[src/rtl/seven_seg_scan.sv]
`default_nettype none
// ============================================================================
// Module   : seven_seg_scan
// Brief    : Time-multiplexed hex driver for a common-anode 7-segment bank with
//            frame-synchronous update, leading-zero blanking and anode dead time.
//            Optional decimal points when SEVEN_SEG_SCAN_DP_EN is defined.
// Revision : 1.0 - initial release
// ============================================================================
module seven_seg_scan #(
    parameter int DIGITS      = 4,
    parameter int REFRESH_DIV = 50000,
    parameter int IDX_W       = (DIGITS > 1) ? $clog2(DIGITS) : 1
) (
    input  logic                clk,
    input  logic                rst,
    input  logic [4*DIGITS-1:0] value,
    input  logic                load,
    input  logic                blank_en,
    output logic [6:0]          segments,
    output logic [DIGITS-1:0]   anodes,
    output logic [IDX_W-1:0]    digit_idx
`ifdef SEVEN_SEG_SCAN_DP_EN
    ,
    input  logic [DIGITS-1:0]   dp,
    output logic                dp_n
`endif
);

    localparam int CNT_W = $clog2(REFRESH_DIV);
    localparam logic [CNT_W-1:0] c_cnt_last = CNT_W'(REFRESH_DIV - 1);
    localparam logic [IDX_W-1:0] c_idx_last = IDX_W'(DIGITS - 1);
    localparam logic [6:0]       c_seg_off  = 7'b111_1111;

    logic [CNT_W-1:0]    r_cnt;
    logic [IDX_W-1:0]    r_idx;
    logic [4*DIGITS-1:0] r_shadow;
    logic [4*DIGITS-1:0] r_disp;
    logic                r_pend;

    logic [3:0]          w_nib;
    logic [DIGITS-1:0]   w_an;
    logic                w_upper_zero;
    logic                w_blank;
    logic                w_slot_end;
    logic                w_frame_end;

    function automatic logic [6:0] f_decode(input logic [3:0] nib);
        case (nib)
            4'h0:    f_decode = 7'b000_0001;
            4'h1:    f_decode = 7'b100_1111;
            4'h2:    f_decode = 7'b001_0010;
            4'h3:    f_decode = 7'b000_0110;
            4'h4:    f_decode = 7'b100_1100;
            4'h5:    f_decode = 7'b010_0100;
            4'h6:    f_decode = 7'b010_0000;
            4'h7:    f_decode = 7'b000_1111;
            4'h8:    f_decode = 7'b000_0000;
            4'h9:    f_decode = 7'b000_1100;
            4'hA:    f_decode = 7'b000_1000;
            4'hB:    f_decode = 7'b110_0000;
            4'hC:    f_decode = 7'b011_0001;
            4'hD:    f_decode = 7'b100_0010;
            4'hE:    f_decode = 7'b011_0000;
            default: f_decode = 7'b011_1000;
        endcase
    endfunction

    assign w_slot_end  = (r_cnt == c_cnt_last);
    assign w_frame_end = w_slot_end && (r_idx == c_idx_last);
    assign digit_idx   = r_idx;

    // Select the active nibble and check whether it and everything above is zero
    always_comb begin
        w_nib        = 4'h0;
        w_an         = '1;
        w_upper_zero = 1'b1;
        for (int k = 0; k < DIGITS; k++) begin
            if (IDX_W'(k) == r_idx) begin
                w_nib   = r_disp[4*k +: 4];
                w_an[k] = 1'b0;
            end
            if ((IDX_W'(k) >= r_idx) && (r_disp[4*k +: 4] != 4'h0)) begin
                w_upper_zero = 1'b0;
            end
        end
        w_blank = blank_en && (r_idx != '0) && w_upper_zero;
    end

    always_ff @(posedge clk) begin
        if (rst) begin
            r_cnt    <= '0;
            r_idx    <= '0;
            r_shadow <= '0;
            r_disp   <= '0;
            r_pend   <= 1'b0;
            segments <= c_seg_off;
            anodes   <= '1;
        end else begin
            if (w_slot_end) begin
                r_cnt <= '0;
                r_idx <= (r_idx == c_idx_last) ? '0 : r_idx + IDX_W'(1);
            end else begin
                r_cnt <= r_cnt + CNT_W'(1);
            end

            // A load on the frame-end edge re-arms pending after the transfer
            if (w_frame_end && r_pend) begin
                r_disp <= r_shadow;
                r_pend <= 1'b0;
            end
            if (load) begin
                r_shadow <= value;
                r_pend   <= 1'b1;
            end

            if (r_cnt == '0) begin
                anodes   <= '1;
                segments <= c_seg_off;
            end else begin
                anodes   <= w_an;
                segments <= w_blank ? c_seg_off : f_decode(w_nib);
            end
        end
    end

`ifdef SEVEN_SEG_SCAN_DP_EN
    logic [DIGITS-1:0] r_dp_shadow;
    logic [DIGITS-1:0] r_dp_disp;
    logic              w_dp_bit;

    always_comb begin
        w_dp_bit = 1'b0;
        for (int k = 0; k < DIGITS; k++) begin
            if (IDX_W'(k) == r_idx) begin
                w_dp_bit = r_dp_disp[k];
            end
        end
    end

    always_ff @(posedge clk) begin
        if (rst) begin
            r_dp_shadow <= '0;
            r_dp_disp   <= '0;
            dp_n        <= 1'b1;
        end else begin
            if (w_frame_end && r_pend) begin
                r_dp_disp <= r_dp_shadow;
            end
            if (load) begin
                r_dp_shadow <= dp;
            end
            dp_n <= (r_cnt == '0) || w_blank || !w_dp_bit;
        end
    end
`else
    // Decimal-point storage and output are not built in this configuration
`endif

endmodule
`default_nettype wire

[config.mk]
export PLATFORM = sky130hd
export DESIGN_NAME = seven_seg_scan
export DESIGN_NICKNAME = d
export VERILOG_FILES = /design/src/rtl/seven_seg_scan.sv
export SDC_FILE = /design/constraint.sdc
export NUM_CORES = 1
export LEC_CHECK = 0
export BUFFER_PORTS_ARGS = -buffer_cell sky130_fd_sc_hd__clkbuf_2
export CORE_MARGIN = 5
export CORE_UTILIZATION = 56
export DETAILED_ROUTE_END_ITERATION = 7
export GPL_ROUTABILITY_DRIVEN = 0
export PLACE_DENSITY_LB_ADDON = 0.2
export SLEW_MARGIN = 20
export SYNTH_ARGS = -nofsm -noshare
export SYNTH_HDL_FRONTEND = slang
export SYNTH_SLANG_ARGS = --single-unit
export TNS_END_PERCENT = 50
[constraint.sdc]
create_clock -name clk -period 2.4 [get_ports clk]
set_input_delay 0.12 -clock clk [delete_from_list [all_inputs] [get_ports clk]]
set_output_delay 0.12 -clock clk [all_outputs]
set_load 0.005 [all_outputs]
# Yosys cells after proc, flatten, opt, wreduce, memory -nomap -nowiden
# Memory sizes are Yosys's and may differ from the RTL's. A register that Yosys moved wholly into a read port is not among the register bits.
# Cells that the tools add are included.
[totals] ff_bits=55 elab_cells=52 rom_bits=112 input_bits=20 mem_count=1
[op_classes] n_eq_ne=5 add_sub_neg=2 n_reduce_logical=19 muxes=15 n_lt_le_gt_ge=4
[memory_table] memory="(no name shown)" depth=16 word_bits=7 rd=1 rd_ports_with_merged_regs=1 wr=0 line="48" source="case (nib)"
[op_table] operator="adder 16 x 1 -> 16 bit, second input constant" count=1
[op_table] operator="equality test 16 bit, second input constant" count=1
[op_table] operator="logical NOT 16 bit" count=1
[op_table] operator="2-to-1 mux 4 bit" count=4
[op_table] operator="nonzero test 4 bit" count=4
[op_table] operator="2-to-1 mux 1 bit" count=10
[op_table] operator="logical AND 1 bit" count=8
[op_table] operator="equality test 2 bit, first input constant" count=2
[op_table] operator=">= comparator 1 x 2 -> 1 bit, first input constant" count=2
[op_table] operator=">= comparator 2 bit, first input constant" count=2
[op_table] operator="nonzero test 2 bit" count=2
[op_table] operator="OR reduction 2 bit" count=2
[op_table] operator="OR reduction 3 bit" count=1
[op_table] operator="adder 2 x 1 -> 2 bit, second input constant" count=1
[op_table] operator="equality test 1 x 2 -> 1 bit, first input constant" count=1
[op_table] operator="equality test 2 bit, second input constant" count=1
[op_table] operator="logical NOT 2 bit" count=1
[op_table] operator="2-to-1 mux 2 bit" count=1

# Longest topological paths before layout
# Gate-level depths: netlist of run 1.
[logic_depth] depth_word=8 mapped_depth=11 mapped_depth_nobuf=10

# Least setup slack after synthesis of run 1
# OpenSTA, ideal clock, no wires.
[synth_path] path_kind="register to register" start="reg r_idx[1], in the netlist digit_idx[1]" end="reg segments[5]" n_path_buf=1 required_ns=2.280 arrival_ns=2.098 path_stages_with_launch=10 setup_ns=0.120 slack_ns=0.183 path_cell_list="dfxtp_1 > inv_1 > ha_1 > buf_4 > nand3b_1 > a221o_1 > ha_1 > o21ai_0 > nor2_1 > a211o_1"
[synth_between] elab_chain_cells=8
[synth_rtl] item="start: declaration" line="35" source="logic [IDX_W-1:0] r_idx;"
[synth_rtl] item="start signal: assignment" line="101" source="r_idx <= (r_idx == c_idx_last) ? '0 : r_idx + IDX_W'(1);"
[synth_rtl] item=">= comparator 1 x 2 -> 1 bit" line="82" source="if ((IDX_W'(k) >= r_idx) && (r_disp[4*k +: 4] != 4'h0)) begin"
[synth_rtl] item="logical AND 1 bit" line="82"
[synth_rtl] item="2-to-1 mux 1 bit (4 in a row)" line="82"
[synth_rtl] item="logical AND 1 bit" line="86" source="w_blank = blank_en && (r_idx != '0) && w_upper_zero;"
[synth_rtl] item="OR reduction 3 bit (no line)"
[synth_rtl] item="end: declaration" line="19" source="output logic [6:0] segments,"
# Parallel ways exist; a longest one is shown, timed or not.
# A chain may end at the register's enable or synchronous reset.

# Worst setup path after layout of run 1
[layout_path] start="reg r_idx[0], in the netlist digit_idx[0]" end="reg segments[5]"
# The elaborated chain is that of the path after synthesis.

==> run summary, run 1 <==
The share of async-settable or async-resettable flops after synthesis was 0; the maximum ir drop on the vdd rail was 0.515 mV. The data required time at the worst endpoint is 2.63 ns, and the HPWL after detailed placement is 3850 um. The buffers inserted during post-CTS setup optimization was 0. The most used flip-flop cell after synthesis is dfxtp_1. The time the worst path needs with I/O delays and setup was 2.22 ns; the power density over the cells was 641 nW/um^2.

The run gives 0.183 as the total global routing track utilization. In this run the core area contains 26 standard-cell rows. The total congestion overflow was 0; the hold path depth was 3.

STA classifies the critical path endpoint as a register. The effective utilization at floorplan was 0.566. Via count of the first global-routing pass: 2041. For the number of antenna violations at the first check in global routing, the log shows 0. The die span in x is 81.2 um, and the clock-pin slew reported for the worst setup and hold paths after clock tree synthesis is 0.07 ns. The logs give 5010 um^2 for the core region area and 85 for the number of DRC markers in iteration 0.

Final clock period utilization by the worst path: 0.924. Fraction of final layout cells sized beyond drive strength 1: 0.211. The clock latency on the worst-skew pair is 0.34 ns.

The flow ran to the end, and the final reports show no timing, DRC or antenna violations. The worst hold-check path type is in -> reg. For the number of nets produced by synthesis, the log shows 330. Setup repair after global routing left no endpoint under its margin. The measured slew at the worst slew-check pin came out at 0.556 ns. Area fraction in compound gates after synthesis: 0.0807. Clock tree synthesis found a total of 62 sinks.

STA classifies the critical path startpoint as a register. The arithmetic-cell share of the synthesized area counting full adders, half adders and majority gates is 0.0573. In this run, synthesis inferred 0 flip-flops with an integrated enable. The run gives 0 as the antenna diode count.

The library cells used most frequently in the layout, excluding fill and tap cells, are nor2_1, dfxtp_1, mux2i_1. Once layout is complete, the cells apart from fillers number 412. Critical path start-end classification: reg -> reg.

The path depth of the worst reg2reg path was 9; the maximum number of pins on one net before global-route repair was 38. In the final timing run, aggregate negative setup slack is 0 ns. The count of buffers added on input and output ports is 32.

The number of top-level design ports is 33, and the cell count after synthesis is 297. In this run the clock root is driven by a clkbuf_8. The run gives 393 as the post-placement cell count.

The number of hold violations in the final report is 0, and the full die area is 6590 um^2. Flop and latch count out of synthesis: 62. The Yosys step of the flow raised 0 warnings. Dividing the detail-routed via count by the number of cells gives 5.17. The tools report the final count of pins violating max slew as 0. The tools report the routed wire length as 5390 um.

For this design the static power due to leakage is 1.48 nW. Once detail routing completed, the nets flagged for antenna violations numbered 0. The first global-routing pass estimated 9060 um of wire.

The logs give 4 for the first-pass iteration count of the detailed router and 2128 for the total via count after detailed routing. Total clock buffers created by CTS: 9. After synthesis, the mean cell area works out to 9.55 um^2. The netlist uses 48 different library cells.

Simple-gate share of the synthesized area: 0.206. The clock tree synthesis step divided the H-tree into 3 levels. Dividing the detail-routed wire length by the instance count gives 13.1 um.

Static timing analysis puts the maximum clock frequency at 451 MHz. After synthesis, the largest family of logic cells by area is simple AND/OR/NAND/NOR gates. The parity-gate share of the synthesized area counting xor and xnor cells came out at 0.0432. The smallest hold slack was 0.0145 ns; the setup skew after layout was 0.00719 ns. The register area share after synthesis is 0.438, and the multiplexer fraction of the synthesized cell area is 0.131.

After detailed routing, the number of remaining DRC violations is 0. Of all nets on the critical path, the largest fanout is 7. Max-cap violations in this run came to 0. The net count of the finished layout is 370. Maximum number of buffers from clock root to sink: 2.

TritonCTS built the clock tree. After synthesis the cells add up to 2840 um^2. Area added between synthesis and finish: 16.3%. The chip height is 81.2 um.

The final setup violation count was 0. The worst max-slew margin expressed relative to the limit came out at 0.623. Fill cells in the final layout number 423.

For the worst setup path, the data arrival time is 2.45 ns.
[path summary, 6_finish.rpt]
check,start,to,slack [ns]
worst max-delay path,digit_idx[0],segments[5],0.18
worst min-delay path,value[11],r_shadow[11],0.01
worst max register to register,digit_idx[0],segments[5],0.18
worst min register to register,r_cnt[0],r_cnt[0],0.47
[synth_stat cells (2+ instances only)]
cell type  number  area share
a221o_2         2      0.0079
nor3b_1         3      0.0079
inv_1          13       0.017
nor3_1          4      0.0071
clkbuf_1        5      0.0066
nand2_1        17       0.022
nand3_1         7       0.012
buf_6           3       0.012
mux2i_1        37        0.13
dfxtp_1        62        0.44
o211ai_1        2      0.0053
nor4_1          4      0.0088
ha_1           13       0.057
and3_1          2      0.0044
nand4_1         3      0.0066
xor2_1          8       0.025
a21oi_1         5      0.0088
nand2b_1        2      0.0044
nor4b_1         2      0.0062
buf_2           3      0.0053
o21ai_0         4      0.0071
nand3b_1        2      0.0053
a221oi_2        2       0.011
a211oi_1        4       0.011
xnor2_1         6       0.019
nor2_1         60       0.079
[critical path: stages, from the launching register on]
cell      delay, ns
dfxtp_2        0.36
inv_1          0.09
ha_1           0.27
nand2_1        0.08
o21ai_0        0.24
o311ai_1       0.19
ha_1           0.35
o21ai_0        0.21
nor2_1         0.07
a211o_1        0.26
[where the power goes]
group	leakage [nW]	total [mW]	internal, mW	switching, mW
combinational	0.871	0.114	0.0574	0.0570
sequential	0.507	1.08	1.06	0.0160
clock	0.106	0.920	0.531	0.389
total	1.48	2.11	1.65	0.462
[stage by stage]
step | worst slack, ns | power, mW | util | instance area [um^2]
2_1_floorplan | 0.183 | 1.17 | - | 2840
3_3_place_gp | 0.190 | 1.21 | 0.610 | 3060
3_5_place_dp | 0.0116 | 1.21 | 0.610 | 3060
4_1_cts | 0.00630 | 2.14 | 0.657 | 3290
5_1_grt | 0.0168 | 2.20 | 0.658 | 3300
6_report | 0.183 | 2.11 | 0.658 | 3300
[area by class of cell]
cell class                 instances  area, um^2  area share
tap                               70        87.6      0.0266
multi-input combinational        209        1480       0.447
clock inverter                     4        45.0      0.0137
timing repair buffer              42         243      0.0736
sequential                        62        1240       0.377
inverter                          13        48.8      0.0148
clock buffer                      12         155      0.0470
[metal layers]
layer,share of wire,GRT usage
met1,0.50,0.221
met2,0.44,0.288
met3,0.034,0.0543
met4,0.027,0.106
met5,0,0
[kinds of logic after synthesis]
| logic type | after synthesis |
|---|---|
| buffers and inverters | 26 |
| flip-flops | 62 |
| AO/OA/AOI/OAI | 29 |
| AND/OR/NAND/NOR | 116 |
| XOR/XNOR | 14 |
| multiplexers | 37 |
| adder cells (fa/ha/maj) | 13 |
[flip-flops by register name, summed over array words and instances (netlist names)]
signal     flops
r_cnt         16
r_disp        16
r_shadow      16
segments       7
anodes         4
digit_idx      2
r_pend         1
[repair_timing]
action / 4_1_cts / 5_1_grt
hold endpoints to repair: 3 / 0
resized for setup: 1 / 5
hold buffers: 3 / 0
pin swaps: 0 / 1
gates cloned: 0 / 0
setup endpoints to repair: 1 / 6
Note: power is estimated with default switching activity, not from simulation.
==> inputs of run 2 (changes only) <==
CTS_BUF_LIST = sky130_fd_sc_hd__clkbuf_4 sky130_fd_sc_hd__clkbuf_8 sky130_fd_sc_hd__clkbuf_16   (was not set)
RECOVER_POWER = 100   (was not set)
==> run summary, run 2 (synthesized netlist as in run 1, its figures left out) <==
The final clock period utilization by the worst path is 0.924 (about the same). Number of antenna violations at the first check in global routing: 0 (unchanged). The aggregate negative setup slack was 0 ns (unchanged). In this run the critical register-to-register path is captured at segments[5]. The worst setup path is captured at a register.

The number of top-level design ports came out at 33 (unchanged). The setup skew after layout was 0.00715 ns (-0.0000412 ns); the die span in x was 81.2 um (unchanged). The tools report the buffer cell driving the clock tree root as clkbuf_8.

The largest registers in the layout are r_cnt x16, r_disp x16, r_shadow x16. The run gives 2133 (+0.23%) as the total via count after detailed routing. The number of vias per cell after detailed routing was 5.16 (about the same); the arrival time reported for the critical path endpoint was 2.45 ns (about the same). The logs give 6590 um^2 (unchanged) for the full die area and 5010 um^2 (unchanged) for the core region area. Post-place instance area: 3060 um^2 (unchanged). The total global routing track utilization came out at 0.184 (+0.000700). The tools report the achievable clock frequency as 451 MHz (about the same).

The fraction of final layout cells sized beyond drive strength 1 came out at 0.190 (-0.0210). Among all stages on the critical path, the largest delay is contributed by dfxtp_2. The library cells used most frequently in the layout, excluding fill and tap cells, are nor2_1, dfxtp_1, mux2i_1. HPWL after detailed placement: 3850 um (unchanged). The leakage power total was 1.47 nW (-0.97%); the path depth of the worst reg2reg path was 9 (unchanged).

The worst max-slew margin expressed relative to the limit was 0.211 (-0.412); the total clock buffers created by CTS was 9 (unchanged). The largest stage delay on the critical path came out at 0.36 ns (about the same). The via count of the first global-routing pass was 2043 (+0.098%); the slack of the worst reg-to-reg path was 0.18 ns (about the same). The logs give 0.657 (-0.00150) for the post-route core utilization and 0.183 ns (+0.000508 ns) for the post-route worst setup slack. Reg-to-reg startpoint: digit_idx[0].

The run gives 0.35 ns (about the same) as the clock latency on the worst-skew pair. The number of hold violations in the final report came out at 0 (unchanged). The hold path depth is 3 (unchanged). The logs give 38 (unchanged) for the maximum number of pins on one net before global-route repair and 0 (unchanged) for the buffers inserted during post-CTS setup optimization. The run gives 0 (unchanged) as the final setup violation count. The critical path goes through inv_1, ha_1, nand2_1, o21ai_0, o311ai_1, ha_1, o21ai_0, nor2_1, a211o_1. The run gives 2.64 ns (about the same) as the data required time at the worst endpoint. The area added between synthesis and finish works out to 16.0%. The count of port buffers added during placement was 32 (unchanged). Total congestion overflow: 0 (unchanged). The path with the worst hold slack has its endpoint at r_shadow[1]. The run finished with clean final reports. The measured slew at the worst slew-check pin came out at 1.18 ns (+0.627 ns).

The worst setup path is launched from a register. The worst hold-check path type is in -> reg. The time the worst path needs with I/O delays and setup is 2.22 ns (-0.000508 ns), and the number of DRC markers in iteration 0 is 78 (-8.2%).

The number of H-tree levels was 3 (unchanged); the total clock sinks was 62 (unchanged). The number of placement rows is 26 (unchanged). The startpoint identified for the worst hold timing path is value[1]. Setup repair after global routing left no endpoint under its margin.

The number of maximum-capacitance violations was 0 (unchanged); the number of remaining DRC errors was 0 (unchanged). For the antenna diode count, the log shows 0 (unchanged). The effective utilization at floorplan was 0.566 (unchanged).

The chip height came out at 81.2 um (unchanged). The logs give 2 (unchanged) for the maximum number of buffers from clock root to sink and 5410 um (+0.43%) for the routed wire length. The critical path start-end classification is reg -> reg. The final layout net count is 371 (+0.27%), and the worst setup slack before clock tree synthesis is 0.0116 ns (unchanged).

The tools report the maximum ir drop on the vdd rail as 0.518 mV (+0.59%). The routed wirelength normalized by instance count was 13.1 um (+0.18%); the first-pass iteration count of the detailed router was 4 (unchanged). The biggest fanout along the worst timing path was 7 (unchanged).

The power density over the cells was 646 nW/um^2 (+0.82%). TritonCTS built the clock tree. The run gives 0.0111 ns (-0.00342 ns) as the smallest hold slack.

The logs give 3290 um^2 (-0.23%) for the finished layout cell area and 0 (unchanged) for the number of nets with antenna violations after routing. The global-route wire length before repair was 9070 um (+0.15%). The clock-pin slew reported for the worst setup and hold paths after clock tree synthesis is 0.06 ns (about the same), and the final count of pins violating max slew is 0 (unchanged).
## run 2: cell type report
type / count / area (um^2)
Inverter: 13 / 48.8
Timing Repair Buffer: 43 / 240
Sequential cell: 62 / 1240
Tap cell: 70 / 87.6
Clock buffer: 12 / 159
Fill cell: 430 / 1720
Clock inverter: 4 / 45.0
Multi-Input combinational cell: 209 / 1470
## run 2: how the worst max path moves through the flow
stage | from | end | slack, ns | depth (start not counted)
4_1_cts | digit_idx[1] | segments[5] | 0.006 | 9
5_1_grt | digit_idx[1] | segments[5] | 0.02 | 9
3_3_place_gp | digit_idx[1] | segments[5] | 0.19 | 9
3_5_place_dp | digit_idx[0] | segments[5] | 0.01 | 9
6_report | digit_idx[0] | segments[5] | 0.18 | 9
2_1_floorplan | digit_idx[1] | segments[5] | 0.18 | 9
## run 2: report_power, final
| group | internal [mW] | switching [mW] |
|---|---|---|
| sequential | 1.06 | 0.0156 |
| combinational | 0.0556 | 0.0573 |
| clock | 0.542 | 0.393 |
## run 2: through the flow
stage / instances / power (mW)
floorplan: 297 / 1.17
global placement: 393 / 1.21
detailed placement: 393 / 1.21
CTS: 412 / 2.15
global route: 413 / 2.21
finish: 413 / 2.13
## run 2: routing by layer
| layer | up-vias | track usage | routed length [um] |
|---|---|---|---|
| li1 | 1103 | - | - |
| met3 | 11 | 0.0676 | 244 |
| met4 | 0 | 0.0912 | 121 |
| met1 | 982 | 0.221 | 2670 |
| met2 | 37 | 0.288 | 2370 |
| met5 | - | 0 | 0 |
## run 2: what timing repair did
| item | CTS | global route |
|---|---|---|
| setup endpoints to repair | 1 | 6 |
| hold buffers | 3 | 1 |
| gates resized for setup | 1 | 5 |
| endpoints found under the hold margin | 3 | 1 |
| pin swaps | 0 | 1 |
## run 2: critical path, delay by kind of cell (launching register included)
family                     cells  cell delay [ns]
DFF                            1             0.36
AOI/OAI and AO/OA              4             0.90
buffers and inverters          1             0.09
and+or+nand+nor                2             0.15
adders and majority gates      2             0.62
